<file path="config.mk">
export PLATFORM = sky130hd
export DESIGN_NAME = jt51_phacc
export DESIGN_NICKNAME = d
export VERILOG_FILES = /design/src/rtl/jt51_phacc.sv
export SDC_FILE = /design/constraint.sdc
export NUM_CORES = 1
export LEC_CHECK = 0
export ABC_CLOCK_PERIOD_IN_PS = 11000
export CAP_MARGIN = 0
export CORE_MARGIN = 2
export CORE_UTILIZATION = 55
export CTS_CLUSTER_DIAMETER = 40
export DETAILED_ROUTE_END_ITERATION = 10
export GPL_TIMING_DRIVEN = 0
export PLACE_DENSITY = 0.72
export SYNTH_ARGS = -nofsm -noshare
export SYNTH_HDL_FRONTEND = slang
export SYNTH_SLANG_ARGS = --single-unit
</file>
<file path="constraint.sdc">
create_clock -name clk -period 11 [get_ports clk]
set_input_delay 2.2 -clock clk [delete_from_list [all_inputs] [get_ports clk]]
set_output_delay 2.2 -clock clk [all_outputs]
set_load 0.005 [all_outputs]
</file>
<file path="src/rtl/jt51_phacc.sv">
// jt51_phacc: time-multiplexed phase accumulator for the 32 operator slots.
// Each enabled cycle advances one slot: the accumulator is incremented (or
// cleared on key-on), the phase modulation offset is added to the phase MSBs,
// and the registered phase is folded into sign / ROM row / ROM address / LSB
// for the phase ROM that follows.
module jt51_phacc #(
  parameter int ACC_W = 20,
  parameter int PH_W  = 10
) (
  input  logic             clk,
  input  logic             rst,
  input  logic             cen,
  input  logic [ACC_W-1:0] phinc,
  input  logic             pg_rst,
  input  logic [PH_W-1:0]  pm,
  output logic [4:0]       slot,
  output logic [PH_W-1:0]  phase,
  output logic             ph_sign,
  output logic [1:0]       phrom_sel,
  output logic [4:0]       phrom_addr,
  output logic             ph_lsb
);

  // Quarter-wave fold: the second and fourth quarters read the ROM backwards.
  function automatic logic [7:0] fold_m(input logic [PH_W-1:0] ph);
    logic [7:0] m;
    if (ph[8]) begin
      m = ~ph[7:0];
    end else begin
      m = ph[7:0];
    end
    return m;
  endfunction

  logic [ACC_W-1:0] acc_r [0:31];
  logic [4:0]       cnt_r;
  logic [4:0]       slot_r;
  logic [PH_W-1:0]  phase_r;

  logic [ACC_W-1:0] acc_sum_s;
  logic [ACC_W-1:0] acc_new_s;
  logic [PH_W-1:0]  phase_new_s;
  logic [7:0]       m_s;

  // Next accumulator and modulated phase for the slot selected by the counter.
  always_comb begin
    acc_sum_s = acc_r[cnt_r] + phinc;
    if (pg_rst) begin
      acc_new_s = {ACC_W{1'b0}};
    end else begin
      acc_new_s = acc_sum_s;
    end
    phase_new_s = acc_new_s[ACC_W-1 -: PH_W] + pm;
  end

  // Slot counter, accumulator store and output registers.
  always_ff @(posedge clk) begin
    if (rst) begin
      cnt_r   <= 5'd0;
      slot_r  <= 5'd0;
      phase_r <= {PH_W{1'b0}};
      for (int i = 0; i < 32; i++) begin
        acc_r[i] <= {ACC_W{1'b0}};
      end
    end else if (cen) begin
      acc_r[cnt_r] <= acc_new_s;
      cnt_r        <= cnt_r + 5'd1;
      slot_r       <= cnt_r;
      phase_r      <= phase_new_s;
    end
  end

  // Fold the registered phase into the ROM-facing fields.
  always_comb begin
    m_s        = fold_m(phase_r);
    slot       = slot_r;
    phase      = phase_r;
    ph_sign    = phase_r[PH_W-1];
    phrom_sel  = m_s[7:6];
    phrom_addr = m_s[5:1];
    ph_lsb     = m_s[0];
  end

endmodule

</file>
==> metrics.txt <==
status=finished clean; Nets=2,278; Slew headroom=2.014%; dominant cell type by area after synthesis=edfxtp_1; Max clock buf depth=3; Pins Over Slew Limit=0; Final Core Density=64.34%; switching power=roughly 1900 uW; share of the synthesized area in the top cell type=roughly 64%; fillcell total=3,836; final wirelength=85,820 um; global-route wire length before repair=125,500 um; Setup Buffers After CTS=0; WL/cell=approximately 29 um; vias after detailed routing=18,940; area of the multi-input gates=~9400 um2; setup slack, reg-to-reg=1.83 ns; clock share of power=about 44%; clock skew=between 0.03 and 0.04 ns; clock root cell=clkbuf_16; RSZ-0062 raised after global routing=no; fin crit period=between 9 and 10 ns; die width=237.1 um; most numerous cell in the Yosys netlist=nor2_1; FP Rows=85; Mapped Area=29,890 um2; Post-synth EDFFs=640; H-Tree Level Count=3; Area growth, synth to finish=15.81%; Worst Path Arrival=9.72 ns; worst path required time=11.55 ns; FFs w/ async S/R, synth=0%; Final setup viols=0; overall routing resource usage=approximately 31%; CTS tree=yes; vias in the first global route=18,890; library cells used by synthesis=48; main flop type after synthesis=edfxtp_1; Crit. End Element=register; routability cong.=0.9844; # DRC=0; Post-Route Setup TNS=0 ns; share of post-route cells with drive strength above 1=17.29%; Antenna Nets Post-Route=0; DR pass1 iterations=7; top cells by count, synth=673 x nor2_1, 640 x edfxtp_1, 196 x mux4_2, 120 x clkbuf_1, 53 x nand2_1; P per Cell Area=slightly above 200 nW/um2; n_diodes=0; Hold Path Class=register to register; Int Power=around 5200 uW; Max-Cap Viols=0; GRT Residual Overflow=0; Peak VDD IR=0.1451 mV; Final period util=83.35%; die area=56,240 um2; CP Max Fanout=10; CP Launch Type=register; area of placed instances=31,320 um2; hold-fix buffer count after cts=0; largest net degree at the start of global routing=21; Clock Latency Late Sink=around 0.65 ns; I/O Pins=58; Gate power share=about 14%; P_leak=0.01210 uW; register area=19,720 um2; initial core utilization=55.55%; register area share after synthesis=65.96%; Mapped Cells=2,059; hpwl dp=~59,000 um; cts bufs inserted=92; yosys warns=0; adder-cell share of the synthesized area=~1.5%; Clock Sinks=roughly 670; vias per cell=6.355; fin area=roughly 35,000 um2; largest family of logic cells by synthesized area=multiplexers; measured slew at the worst slew-check pin=1.470 ns; Core Area=53,810 um2; post-cts gate resize count=0; Post-Synth XOR/XNOR Area=under 10%; Fmax=109.1 MHz; switching part of the total=a little over a quarter; synth top area cells=edfxtp_1 64%, mux4_2 15%, nor2_1 8.5%; Reg clk slew, reported paths=roughly 0.05 ns; port bufs=55; sequential group share of total power=slightly above 40%; Starting DRT DRC Count=between 2,000 and 3,000; Synth Register Bits=665; Simple-Gate Fraction of Synth Area=11.07%; final hold vios=0; syn_nets=2,127; post-synthesis mux area share=~16%; post-synthesis compound-gate area fraction=1.858%; Die H=between 200 and 250 um; initial antenna violation count=0; Synth Area per Inst=14.52 um2; kind of critical path=register to register
logic make-up after synthesis:
logic type / after synthesis
and+or+nand+nor: 823
adders and majority gates: 34
muxes: 234
buffers and inverters: 189
xor gates and xnor gates: 35
AOI/OAI and AO/OA: 79
DFF: 665
flip-flops by register name, summed over array words and instances, names as in the netlist, named ones only:
signal and flops:
acc_r 640, cnt_r 5, slot 5, phase 10
layout by cell type (no fill, tap or decap), drive strengths merged, types with 8 or more instances in the layout:
cell	count
edfxtp	640
buf	53
mux4	196
nand2	53
nand2b	33
clkdlybuf4s50	55
clkinvlp	8
inv	31
clkbuf	220
dfxtp	25
mux2i	17
bufinv	15
a21oi	24
ha	32
nor2	673
a21o	11
xnor2	15
nand3	35
xor2	20
o21ai	12
mux2	21
clkinv	33
layer usage:
layer  routed length (um)  GRT usage, %  vias up
li1                     -             -     7903
met1                31170         42.35     9483
met2                40070         49.05     1333
met3                11030         9.023      224
met4                 3558         11.38        0
met5                    0             0        -
power groups by stage:
stage / logic [uW] / registers [uW] / clock network (uW)
after global placement: 990 / 2950 / 0
after detailed placement: 1000 / 2960 / 0
after floorplan: 618 / 2940 / 0
final: 1030 / 2910 / 3130
after CTS: 1010 / 2910 / 3130
after global routing: 1080 / 2910 / 3240
path summary, 6_finish.rpt:
kind,end,cells after the start,from
max reg2reg,phase[9],24,register
min reg2reg,slot[0],2,slot[0]
min,slot[0],2,slot[0]
max,phase[9],24,register
critical path, stage by stage, from the launching register on:
cell and delay [ns]:
dfxtp_1 0.30, clkbuf_1 0.45, clkbuf_1 0.61, buf_1 1.00
mux4_2 0.65, mux4_2 0.50, mux2_2 0.28, ha_1 0.35
o21ai_0 0.18, o211ai_1 0.34, nand2_1 0.19, o21ai_0 1.07
xor2_1 0.13, nand2_1 0.32, clkbuf_1 0.41, inv_1 0.25
ha_1 0.33, a21o_1 0.16, a21oi_1 0.27, o211ai_1 0.18
a31o_2 0.26, a21oi_1 0.18, xnor2_1 0.09, or3_1 0.31
a311oi_1 0.26
per-stage QoR:
step	hold slack [ns]	instances	total power [uW]	worst slack [ns]
after floorplan	0.4853	2059	3559	4.357
after global placement	0.4846	2810	3939	2.214
after detailed placement	0.4895	2810	3957	2.142
after CTS	0.5034	2979	7047	2.023
after global routing	0.5542	2981	7236	1.427
final	0.4989	2981	7065	1.832
layout make-up:
type | instances | share of cell area [%]
Clock buffer | 99 | 6.971
Multi-Input combinational cell | 1205 | 27.26
Buffer | 172 | 1.962
Inverter | 17 | 0.1843
Tap cell | 696 | 2.515
Clock inverter | 70 | 2.436
Sequential cell | 665 | 56.95
Timing Repair Buffer | 57 | 1.713
No activity file was read; power rests on OpenSTA's default activity.
